$ cat src/rtl/uart_ctrl_pkg.sv
// Shared definitions for the UART command controller: FSM encoding, header layout,
// sync default and error-counter ceiling.
package uart_ctrl_pkg;

  typedef enum logic [2:0] {
    IDLE     = 3'd0,
    POP_HDR  = 3'd1,
    WAIT_HDR = 3'd2,
    DECODE   = 3'd3,
    POP_DAT  = 3'd4,
    WAIT_DAT = 3'd5,
    WRITE    = 3'd6,
    READ_TX  = 3'd7
  } state_t;

  localparam logic [3:0] SYNC_DEFAULT = 4'hA;

  localparam int HDR_SYNC_MSB = 7;
  localparam int HDR_SYNC_LSB = 4;
  localparam int HDR_RD_BIT   = 3;
  localparam int HDR_RSV_BIT  = 2;
  localparam int HDR_ADDR_MSB = 1;
  localparam int HDR_ADDR_LSB = 0;

  localparam logic [7:0] ERR_CNT_MAX = 8'hFF;

  // A header is usable when its sync nibble matches and the reserved bit is clear.
  function automatic logic hdr_valid(input logic [7:0] hdr, input logic [3:0] sync);
    return (hdr[HDR_SYNC_MSB:HDR_SYNC_LSB] == sync) && !hdr[HDR_RSV_BIT];
  endfunction

endpackage

$ cat src/rtl/uart_rx_cmd_ctrl_if.sv
// FIFO-side signals of the command controller: pop port of the Rx FIFO and push port
// of the Tx FIFO.
interface uart_rx_cmd_ctrl_if;
  // Handshake: NxT pops one Rx byte per high cycle and is only raised while Rx_EMPTY=0;
  // the popped byte is valid on I_DATA two edges later. Tx_WR pushes Tx_DATA for one
  // cycle and is only raised while Tx_FULL=0.
  logic [7:0] I_DATA;
  logic       Rx_EMPTY;
  logic       NxT;
  logic       Tx_FULL;
  logic [7:0] Tx_DATA;
  logic       Tx_WR;

  modport master (
    input  I_DATA, Rx_EMPTY, Tx_FULL,
    output NxT, Tx_DATA, Tx_WR
  );

  modport slave (
    output I_DATA, Rx_EMPTY, Tx_FULL,
    input  NxT, Tx_DATA, Tx_WR
  );
endinterface

$ cat src/rtl/uart_timeout.sv
// Inter-byte timeout counter: counts enabled cycles after a clear and flags expiry on
// the TIMEOUT-th enabled cycle.
module uart_timeout #(
  parameter int TIMEOUT = 20000
) (
  input  logic clk,
  input  logic rst,
  input  logic clear,
  input  logic enable,
  output logic expired
);

  localparam int W = $clog2(TIMEOUT + 1);

  logic [W-1:0] cnt;

  // Holds at TIMEOUT-1 so expiry stays asserted until the next clear.
  always_ff @(posedge clk or negedge rst) begin
    if (!rst) begin
      cnt <= '0;
    end else if (clear) begin
      cnt <= '0;
    end else if (enable && !expired) begin
      cnt <= cnt + 1'b1;
    end
  end

  assign expired = (cnt == W'(TIMEOUT - 1));

endmodule

$ cat src/rtl/uart_rx_cmd_ctrl.sv
// Parses header/data frames from the UART Rx FIFO into four config registers and
// answers read frames by pushing the addressed register into the UART Tx FIFO.
module uart_rx_cmd_ctrl
  import uart_ctrl_pkg::*;
#(
  parameter int         TIMEOUT = 20000,
  parameter logic [3:0] SYNC    = SYNC_DEFAULT
) (
  input  logic                       clk,
  input  logic                       rst,
  uart_rx_cmd_ctrl_if.master         bus,
  output logic [31:0]                CFG,
  output logic                       CFG_STB,
  output logic [1:0]                 CFG_ADDR,
  output logic [7:0]                 ERR_CNT,
  output state_t                     dbg_state
);

  state_t          state_q, state_d;
  logic            wait_q;
  logic [7:0]      hdr_q;
  logic [7:0]      dat_q;
  logic [3:0][7:0] cfg_q;
  logic [1:0]      cfg_addr_q;
  logic [7:0]      err_q;

  logic       nxt;
  logic       tx_wr;
  logic       cfg_stb;
  logic       err_inc;
  logic       to_clear;
  logic       to_en;
  logic       to_expired;
  logic [1:0] addr;

  assign addr = hdr_q[HDR_ADDR_MSB:HDR_ADDR_LSB];

  uart_timeout #(.TIMEOUT(TIMEOUT)) u_timeout (
    .clk     (clk),
    .rst     (rst),
    .clear   (to_clear),
    .enable  (to_en),
    .expired (to_expired)
  );

  always_ff @(posedge clk or negedge rst) begin
    if (!rst) begin
      state_q    <= IDLE;
      wait_q     <= 1'b0;
      hdr_q      <= '0;
      dat_q      <= '0;
      cfg_q      <= '0;
      cfg_addr_q <= '0;
      err_q      <= '0;
    end else begin
      state_q <= state_d;
      // wait_q marks the second cycle of a WAIT state, when the popped byte is valid.
      wait_q  <= ((state_q == WAIT_HDR) || (state_q == WAIT_DAT)) ? ~wait_q : 1'b0;
      if ((state_q == WAIT_HDR) && wait_q) hdr_q <= bus.I_DATA;
      if ((state_q == WAIT_DAT) && wait_q) dat_q <= bus.I_DATA;
      if (state_q == WRITE) begin
        cfg_q[addr] <= dat_q;
        cfg_addr_q  <= addr;
      end
      if (err_inc && (err_q != ERR_CNT_MAX)) err_q <= err_q + 8'd1;
    end
  end

  always_comb begin
    state_d  = state_q;
    nxt      = 1'b0;
    tx_wr    = 1'b0;
    cfg_stb  = 1'b0;
    err_inc  = 1'b0;
    to_clear = 1'b0;
    to_en    = 1'b0;
    case (state_q)
      IDLE: begin
        if (!bus.Rx_EMPTY) state_d = POP_HDR;
      end
      POP_HDR: begin
        if (!bus.Rx_EMPTY) begin
          nxt     = 1'b1;
          state_d = WAIT_HDR;
        end
      end
      WAIT_HDR: begin
        if (wait_q) state_d = DECODE;
      end
      DECODE: begin
        to_clear = 1'b1;
        if (!hdr_valid(hdr_q, SYNC)) begin
          err_inc = 1'b1;
          state_d = IDLE;
        end else if (hdr_q[HDR_RD_BIT]) begin
          state_d = READ_TX;
        end else begin
          state_d = POP_DAT;
        end
      end
      POP_DAT: begin
        if (!bus.Rx_EMPTY) begin
          nxt     = 1'b1;
          state_d = WAIT_DAT;
        end else begin
          to_en = 1'b1;
          if (to_expired) begin
            err_inc = 1'b1;
            state_d = IDLE;
          end
        end
      end
      WAIT_DAT: begin
        if (wait_q) state_d = WRITE;
      end
      WRITE: begin
        cfg_stb = 1'b1;
        state_d = IDLE;
      end
      READ_TX: begin
        if (!bus.Tx_FULL) begin
          tx_wr   = 1'b1;
          state_d = IDLE;
        end
      end
      default: state_d = IDLE;
    endcase
  end

  assign bus.NxT     = nxt;
  assign bus.Tx_WR   = tx_wr;
  assign bus.Tx_DATA = tx_wr ? cfg_q[addr] : 8'h00;
  assign CFG         = cfg_q;
  assign CFG_STB     = cfg_stb;
  // During the write cycle the strobe and its address appear together.
  assign CFG_ADDR    = cfg_stb ? addr : cfg_addr_q;
  assign ERR_CNT     = err_q;
  assign dbg_state   = state_q;

endmodule

$ cat src/flat_wrapper.sv
// flat-port wrapper written by rule: the top's interface ports become plain ports
module uart_rx_cmd_ctrl_flat import uart_ctrl_pkg::*;
#(
  parameter int         TIMEOUT = 20000,
  parameter logic [3:0] SYNC    = SYNC_DEFAULT
)
  (clk, rst, CFG, CFG_STB, CFG_ADDR, ERR_CNT, dbg_state, bus_I_DATA, bus_Rx_EMPTY, bus_Tx_FULL, bus_NxT, bus_Tx_DATA, bus_Tx_WR);
  uart_rx_cmd_ctrl_if bus_i ();
  input  logic clk;
  input  logic rst;
  output logic [31:0] CFG;
  output logic CFG_STB;
  output logic [1:0] CFG_ADDR;
  output logic [7:0] ERR_CNT;
  output state_t dbg_state;
  input wire logic [$bits(bus_i.I_DATA)-1:0] bus_I_DATA;
  input wire logic [$bits(bus_i.Rx_EMPTY)-1:0] bus_Rx_EMPTY;
  input wire logic [$bits(bus_i.Tx_FULL)-1:0] bus_Tx_FULL;
  output wire logic [$bits(bus_i.NxT)-1:0] bus_NxT;
  output wire logic [$bits(bus_i.Tx_DATA)-1:0] bus_Tx_DATA;
  output wire logic [$bits(bus_i.Tx_WR)-1:0] bus_Tx_WR;
  assign bus_i.I_DATA = bus_I_DATA;
  assign bus_i.Rx_EMPTY = bus_Rx_EMPTY;
  assign bus_i.Tx_FULL = bus_Tx_FULL;
  assign bus_NxT = bus_i.NxT;
  assign bus_Tx_DATA = bus_i.Tx_DATA;
  assign bus_Tx_WR = bus_i.Tx_WR;
  uart_rx_cmd_ctrl #(.TIMEOUT(TIMEOUT), .SYNC(SYNC)) u_core (.clk(clk), .rst(rst), .bus(bus_i), .CFG(CFG), .CFG_STB(CFG_STB), .CFG_ADDR(CFG_ADDR), .ERR_CNT(ERR_CNT), .dbg_state(dbg_state));
endmodule
$ cat config.mk
export PLATFORM = sky130hd
export DESIGN_NAME = uart_rx_cmd_ctrl_flat
export DESIGN_NICKNAME = d
export VERILOG_FILES = /design/src/rtl/uart_ctrl_pkg.sv /design/src/rtl/uart_rx_cmd_ctrl_if.sv /design/src/rtl/uart_timeout.sv /design/src/rtl/uart_rx_cmd_ctrl.sv /design/src/flat_wrapper.sv
export SDC_FILE = /design/constraint.sdc
export NUM_CORES = 1
export LEC_CHECK = 0
export ABC_AREA = 1
export CORE_UTILIZATION = 53
export CTS_CLUSTER_DIAMETER = 150
export DETAILED_ROUTE_END_ITERATION = 10
export PLACE_DENSITY_LB_ADDON = 0.12
export SYNTH_ARGS = -nofsm -noshare
export SYNTH_HDL_FRONTEND = slang
export SYNTH_HIERARCHICAL = 1
export SYNTH_SLANG_ARGS = --single-unit
$ cat constraint.sdc
create_clock -name clk -period 1.9 [get_ports clk]
set_clock_uncertainty 0.05 [all_clocks]
set_input_delay 0.38 -clock clk [delete_from_list [all_inputs] [get_ports clk]]
set_output_delay 0.38 -clock clk [all_outputs]
set_load 0.05 [all_outputs]
Word-level counts from Yosys, hierarchy flattened
Index checks and enable logic that the tools add are counted.
{ "classes": {"add_sub_neg": 2, "n_mul": 0, "div": 0, "n_lt_le_gt_ge": 2, "n_eq_ne": 16, "n_shift": 0, "mux": 32, "n_bitwise": 1, "reduce_logical": 13} }
{ "op_table": {"columns": ["cell", "count"], "rows": [
  ["$bwmux W32", 1],
  ["$mux W15", 2],
  ["$mux W3", 8],
  ["$mux W8", 3],
  ["$pmux W3 S8", 1],
  ["$bmux W8 S2", 1],
  ["$demux W8 S2", 1],
  ["$add A15 B1 Y15 const B", 1],
  ["$eq A15 B15 Y1 const B", 1],
  ["$eq A3 B3 Y1 const B", 4],
  ["$mux W1", 12],
  ["$add A8 B1 Y8 const B", 1],
  ["$ne A8 B8 Y1 const B", 1],
  ["$eq A3 B2 Y1 const B", 2],
  ["$logic_and A1 B1 Y1", 6],
  ["$ne A2 B2 Y1 const B", 3],
  ["$reduce_and A6 Y1", 1],
  ["$eq A4 B4 Y1 const B", 1],
  ["$mux W2", 2],
  ["$ne A2 B1 Y1 const B", 2],
  ["$eq A3 B1 Y1 const B", 1],
  ["$logic_not A3 Y1", 1],
  ["$lt A2 B3 Y1 const B", 1],
  ["$ne A3 B3 Y1 const B", 1],
  ["other kinds (7)", 8]
]} }
{ "totals": {"reg_bits": 77, "latch_bits": 0, "mem_bits_rw": 0, "mem_bits_ro": 0, "inputBits": 12, "out_inout_bits": 56, "wordCells": 77, "n_memories": 0} }

Logic depth before layout (Yosys ltp)
Gate-level depths: netlist of the first run.
{ "logic_depth": {"ltp_word": 5, "depth_mapped": 12, "mapped_depth_nobuf": 12} }

By module
The synthesis of the first run kept the hierarchy.
{ "by_module_without_submodules": {"columns": ["module", "n_inst", "cells_per_inst", "area_per_inst_um2", "seq_area_each_um2"], "rows": [
  ["uart_rx_cmd_ctrl", 1, 381, 3050.4, 1551.5],
  ["uart_timeout", 1, 143, 982.2, 375.4]
]} }

Worst setup path after synthesis of the first run
OpenSTA, ideal clock, no wires.
{ "synth_path": {"path_type": "flip-flop to output port", "startpoint": "register u_core.state_q[2], in the netlist u_core/dbg_state[2]", "endpoint": "output bus_Tx_DATA[0]", "arrival_ns": 2.733, "required_time_ns": 1.470, "path_slack_ns": -1.263, "stages_incl_launch_ff": 6, "path_buffers": 1, "cell_sequence": "dfrtp_1 buf_4 nand3_1 nor2_1 inv_1 nor2_1"} }
{ "synth_via": {"elab_chain_len": 3} }
{ "synth_lines": {"columns": ["item", "line", "rtl"], "rows": [
  ["start: declaration", "uart_rx_cmd_ctrl.sv:19", "state_t state_q, state_d;"],
  ["start signal: assignment", "uart_rx_cmd_ctrl.sv:56", "state_q <= state_d;"],
  ["$eq A3 B3 Y1", "uart_rx_cmd_ctrl.sv:77", "case (state_q)"],
  ["$mux W1", "uart_rx_cmd_ctrl.sv:77", null],
  ["net bus_Tx_WR", "flat_wrapper.sv:21", "output wire logic [$bits(bus_i.Tx_WR)-1:0] bus_Tx_WR;"],
  ["$mux W8", "uart_rx_cmd_ctrl.sv:132", "assign bus.Tx_DATA = tx_wr ? cfg_q[addr] : 8'h00;"],
  ["end: declaration", "flat_wrapper.sv:20", "output wire logic [$bits(bus_i.Tx_DATA)-1:0] bus_Tx_DATA;"]
]} }
The timed path passes the listed nets, and every way through them passes these cells.

Worst setup path after layout of the first run
{ "layout_path": {"startpoint": "register u_core.state_q[1], in the netlist u_core/dbg_state[1]", "endpoint": "output bus_Tx_DATA[0]"} }
{ "layout_via": {"elab_chain_len": 3} }
{ "layout_lines": {"columns": ["item", "line"], "rows": [
  ["$eq A3 B3 Y1", "uart_rx_cmd_ctrl.sv:77"],
  ["$mux W1", "uart_rx_cmd_ctrl.sv:77"],
  ["$mux W8", "uart_rx_cmd_ctrl.sv:132"]
]} }
Every way passes these cells.

==> results of run 1 <==
==> synthesized netlist by cell type (2+ instances only) <==
cell	count	area, um^2
buf_2	3	15.0
buf_4	3	22.5
buf_6	5	56.3
dfrtp_1	77	1930
ha_1	2	25.0
inv_1	65	244
inv_2	4	15.0
nand2_1	171	642
nand2_2	6	37.5
nand3_1	44	220
nand3_2	2	20.0
nand3b_1	2	15.0
nand4_1	15	93.8
nor2_1	38	143
nor2_2	2	12.5
nor2_4	6	67.6
nor2_8	2	40.0
nor3_1	2	10.0
o21ai_0	54	270
o22ai_1	8	50.1
xnor2_1	2	17.5
xor2_1	6	52.6
==> power groups by stage <==
stage / registers, uW / clock network, uW / logic (uW)
floorplan: 2460 / 0 / 1120
global placement: 2150 / 0 / 2040
detailed placement: 2170 / 0 / 2080
CTS: 2130 / 1310 / 2410
global route: 2160 / 1390 / 2680
finish: 2140 / 1300 / 2520
==> cell type report <==
| class | instances | area [um^2] | share of cell area |
|---|---|---|---|
| Sequential cell | 77 | 1930 | 0.353 |
| Tap cell | 99 | 124 | 0.0226 |
| Timing Repair inverter | 1 | 7.51 | 0.00137 |
| Inverter | 69 | 283 | 0.0516 |
| Timing Repair Buffer | 98 | 965 | 0.176 |
| Clock inverter | 7 | 81.3 | 0.0149 |
| Clock buffer | 9 | 124 | 0.0226 |
| Multi-Input combinational cell | 366 | 1960 | 0.358 |
==> cell families after synthesis <==
group                      count (synthesis)  share of synthesized area
AOI/OAI and AO/OA                         64                     0.0832
xor gates and xnor gates                   8                     0.0174
adders and majority gates                  2                    0.00620
buffers and inverters                     81                     0.0884
DFF                                       77                      0.478
and+or+nand+nor                          292                      0.327
==> through the flow <==
stage | util | TNS (ns)
after detailed placement | 0.687 | -0.775
after global placement | 0.687 | -0.312
final | 0.751 | -1.67
after floorplan | - | -3.98
after global routing | 0.751 | -2.73
after CTS | 0.740 | -1.42
==> state kept, by name (all words and copies together), names as in the netlist <==
name / flops
u_core/CFG: 32
u_core/u_timeout/cnt: 15
u_core/ERR_CNT: 8
u_core/dat_q: 8
u_core/hdr_q: 8
u_core/dbg_state: 3
u_core/cfg_addr_q: 2
u_core/wait_q: 1
==> critical path: stages (launching register included) <==
cell and delay, ns:
dfrtp_2 0.51, nand3_4 0.11, nor2_4 0.15, clkinvlp_4 0.11, buf_12 0.16, nor2_4 0.11
buf_12 0.14
==> per-layer routing <==
metal	global-route usage	share of wire	vias to the layer above	routed length, um
met5	0	0	-	0
met4	0.108	0.017	0	179
met3	0.0434	0.050	20	533
met2	0.495	0.52	117	5570
met1	0.337	0.41	1879	4340
li1	-	-	1874	-
==> worst paths after layout <==
kind,end,slack [ns],cells past startpoint
max,bus_Tx_DATA[0],-0.18,6
min,u_core/CFG[26],-0.02,2
max reg2reg,u_core/u_timeout/cnt[8],0.09,8
min reg2reg,u_core/hdr_q[5],0.45,2
max in group asynchronous,u_core/dbg_state[2],1.46,2
min in group clk,u_core/hdr_q[5],0.45,2
==> timing repair <==
action                                  CTS  global route
cloned                                    1             0
resized for setup                        25            12
pin swaps                                12            13
endpoints found under the setup margin   12            42
buffers inserted                         13             4
==> metrics.yaml, run 1 <==
synth:
  syn_avg_cell_area_um2: 7.70
  synth_nets: 538
  syn_inst: 524
  netlist_area_um2: 4030
  yosys_warnings: 6
  yosys.cell_types.count: 27
  synth-edff-count: 0
  synthFlopType: "dfrtp_1"
  synth_seq_area_share: 0.478
  ys_async_sr_fraction: 1.00
  ys_ff_latch: 77
drt:
  drtIter0Drc: 240
  vias: 3890
  avgRoutedWirePerCell_um: 14.6
  drt-total-wl_um: 10600
  antenna_left: 0
  drc: 0
  viasPerCell: 5.36
  drtPass1Iterations: 7
power:
  seq_power_share: 0.359
  p_leak_uw: 0.00270
  switchingPower_uw: 2590
  p_clk_frac: 0.219
  pwr_density_cell_nw_per_um2: 1090
  p_comb_frac: 0.423
  swShare: 0.435
  power.total_uw: 5950
  intPower_uw: 3370
  peakVddDrop_mv: 0.649
sta:
  hold_slack_ns: -0.0154
  tightest_slew_ns: 0.461
  drv_slew: 0
  hold_viol: 20
  setup_slack_ns: -0.179
  post-route-period-util: 1.09
  rsz0062_at_grt: "yes"
  fmax_mhz: 481
  slew_headroom: 0.691
  period_needed_ns: 2.08
  setup_violations: 12
floorplan:
  core_um2: 7290
  die_area_um2: 7960
  rows: 31
  start_util: 0.553
  die_x_um: 89.2
  die_y_um: 89.2
  ios: 68
cells_and_area:
  instances_no_fill: 726
  area_growth_pct: 35.8
  final_common_cell: "nand2_1"
  drive_above_1_share: 0.258
  stdcell_area_um2: 5480
  nFillCells: 572
  n_antenna_cell: 0
  fin_nets: 636
  final_cell_mix: "nand2_1 (166), dfrtp_1 (73), buf_4 (71), inv_1 (62), o21ai_0 (49)"
worst_hold_path:
  worstHoldPathType: "in -> async"
clock_network:
  clk_pin_slew_ns: 0.08
  cts_buffer_depth: 2
  cts_hold_buf: 0
  numCtsBuffers: 9
  h-tree-depth: 3
  cts.sinks: 77
  cts_tree: "done"
  clock_latency_ns: 0.35
  cts_root_buffer: "clkbuf_8"
global_routing:
  grt_pass1_wl_um: 16700
  grt_usage: 0.277
  globalRoute.totalOverflow: 0
  antenna_found_initial: 0
  grt_pass1_vias: 3561
  grt_max_degree: 78
setup_path:
  arrival_ns: 1.65
  crit_type: "reg -> out"
  cp_max_fo: 8
  worstPathRequired_ns: 1.47
  cp-start-kind: "register"
  startpoint: "u_core/dbg_state[1]"
  worstReg2RegStart: "u_core/dbg_state[2]"
  critPathCaptureType: "output port"
placement:
  dpl.cell_count: 692
  dp_hpwl_um: 7090
  postPlaceCellArea_um2: 5010
  io_buffers: 67
  post-place-ws_ns: -0.0606
  gp_congestion: 0.927
job:
  cap_viol_max_count: 0
outcome:
  outcome: "finished with violations"
  failed_checks: "negative hold slack, negative setup slack"
Power figures use the tool's default switching activity.
==> run 2, diff against run 1 <==
--- a/config.mk
+++ b/config.mk
@@ -9,7 +9,9 @@
 export CORE_UTILIZATION = 53
 export CTS_CLUSTER_DIAMETER = 150
 export DETAILED_ROUTE_END_ITERATION = 10
+export HOLD_SLACK_MARGIN = 0.12
 export PLACE_DENSITY_LB_ADDON = 0.12
+export SLEW_MARGIN = 20
 export SYNTH_ARGS = -nofsm -noshare
 export SYNTH_HDL_FRONTEND = slang
 export SYNTH_HIERARCHICAL = 1
==> run 2 against run 1 <==
The run ends with negative setup slack left; die area unchanged; register-to-register slack is essentially flat; final area grew 0.18%; non-clock buffer count is 1 higher; power hardly changed; count of clock-buffer cells in the layout unchanged; sequential power barely moved; sequential share of layout area decreased by 0.064 points; hold slack improved by 0.46 ns; fmax up 0.16%; combinational power barely moved; critical endpoint unchanged; largest power group unchanged.
==> metrics.yaml, run 2 (synthesis gave the netlist of run 1 again) <==
setup_path:
  critPathCaptureType: "output port"
  worstReg2RegStart: "u_core/dbg_state[2]"
  crit_slowest_cell: "dfrtp_2"
  cpPeakStageDelay_ns: 0.51
  critPathBufInv: 3
  arrival_ns: 1.65
  cp_max_fo: 8
  reg2regPathDepth: 8
  worstPathRequired_ns: 1.47
  crit_chain: "nand3_4, nor2_4, clkinvlp_4, buf_12, nor2_4, buf_12"
  reg2reg_to: "u_core/u_timeout/cnt[8]"
  cp-start-kind: "register"
  reg2reg_slack_ns: 0.09
  crit_type: "reg -> out"
  path_delay_family: "flip-flops"
sta:
  period_needed_ns: 2.08
  slew_headroom: 0.691
  drv_slew: 0
  tightest_slew_ns: 0.461
  fmax_mhz: 482
  setup_slack_ns: -0.175
  hold_viol: 0
  rsz0062_at_grt: "yes"
  setup_violations: 12
  post-route-period-util: 1.09
drt:
  antenna_left: 0
  drtIter0Drc: 258
  wl_met3_um: 530
  dr_wl_met2_um: 5560
  drc: 0
  drt-total-wl_um: 10600
  drtPass1Iterations: 7
  vias: 3911
  highest_layer: "met4"
  wl_met1_um: 4340
  avgRoutedWirePerCell_um: 14.6
  viasPerCell: 5.38
cells_and_area:
  largest_reg_flops: 32
  drive_above_1_share: 0.258
  stdcell_area_um2: 5490
  instances_no_fill: 727
  regArea_um2: 1930
  n_antenna_cell: 0
  fin_nets: 637
  final_cell_mix: "nand2_1 (166), dfrtp_1 (73), buf_4 (71), inv_1 (62), o21ai_0 (49)"
  final_common_cell: "nand2_1"
  area_growth_pct: 36.1
  nFillCells: 571
  multi_input_area_um2: 1960
worst_hold_path:
  min_from: "u_core/hdr_q[5]"
  hold_end: "u_core/hdr_q[5]"
  hold_path_depth: 2
  worstHoldPathType: "reg -> reg"
power:
  peakVddDrop_mv: 0.651
  p_leak_uw: 0.00270
  pwr_density_cell_nw_per_um2: 1090
clock_network:
  cts_root_buffer: "clkbuf_8"
  cts_buffer_depth: 2
  clk_pin_slew_ns: 0.08
  cts_tree: "done"
  numCtsBuffers: 9
  clock_latency_ns: 0.35
  cts.sinks: 77
  h-tree-depth: 3
global_routing:
  globalRoute.totalOverflow: 0
  grt_usage: 0.278
  grt_pass1_vias: 3573
  grt_max_degree: 78
  antenna_found_initial: 0
  grt_pass1_wl_um: 16700
floorplan:
  die_x_um: 89.2
  ios: 68
  die_area_um2: 7960
  rows: 31
  start_util: 0.553
  core_um2: 7290
  die_y_um: 89.2
outcome:
  failed_checks: "negative setup slack"
  outcome: "finished with violations"
placement:
  dp_hpwl_um: 7090
  postPlaceCellArea_um2: 5010
  io_buffers: 67
  dpl.cell_count: 692
  gp_congestion: 0.927
job:
  cap_viol_max_count: 0
==> run 2: area by class of cell <==
cell class | count | share of cell area
clock buffers | 9 | 0.0226
clock inverters | 7 | 0.0148
inverters | 69 | 0.0515
multi-input cells | 366 | 0.357
flip-flops and latches | 77 | 0.352
well taps | 99 | 0.0226
repair buffers | 99 | 0.178
repair inverters | 1 | 0.00137
==> run 2: worst min-delay path: cells and delay by family (launching register included) <==
family | cells | cell delay [ns]
DFF | 1 | 0.35
and+or+nand+nor | 1 | 0.05
AOI/OAI and AO/OA | 1 | 0.06
==> run 2: report_power, final <==
group          switching, uW  total [uW]  internal, uW
clock                    678        1300           625
sequential               256        2140          1880
combinational           1650        2520           863
==> run 2: worst max path at each step <==
| stage | start | end | cells past startpoint |
|---|---|---|---|
| after floorplan | u_core/dbg_state[2] | bus_Tx_DATA[0] | 5 |
| after global routing | u_core/dbg_state[1] | bus_Tx_DATA[0] | 6 |
| after detailed placement | bus_Tx_FULL | bus_Tx_DATA[0] | 6 |
| final | u_core/dbg_state[1] | bus_Tx_DATA[0] | 6 |
| after CTS | u_core/dbg_state[1] | bus_Tx_DATA[0] | 6 |
| after global placement | bus_Tx_FULL | bus_Tx_DATA[1] | 6 |
==> run 2: timing repair <==
| action | in CTS | in global routing |
|---|---|---|
| hold buffers | 1 | 0 |
| resized for setup | 25 | 12 |
| gates cloned | 1 | 0 |
| endpoints found under the setup margin | 12 | 42 |
| buffers inserted | 13 | 4 |
| pin swaps | 12 | 13 |
| endpoints found under the hold margin | 77 | 0 |
==> run 2: stage by stage <==
step / total power (uW) / TNS [ns] / setup WS [ns] / hold slack [ns] / utilization
after global routing: 6240 / -2.73 / -0.241 / 0.484 / 0.752
after detailed placement: 4250 / -0.775 / -0.0606 / 0.386 / 0.687
final: 5960 / -1.64 / -0.175 / 0.447 / 0.752
after floorplan: 3580 / -3.98 / -0.464 / 0.0344 / -
after global placement: 4190 / -0.312 / -0.0378 / 0.385 / 0.687
after CTS: 5850 / -1.42 / -0.167 / 0.448 / 0.742
==> run 2: layer usage <==
| layer | track usage | vias to the layer above |
|---|---|---|
| met4 | 0.108 | 0 |
| met2 | 0.496 | 129 |
| met1 | 0.337 | 1882 |
| li1 | - | 1876 |
| met3 | 0.0434 | 24 |
| met5 | 0 | - |
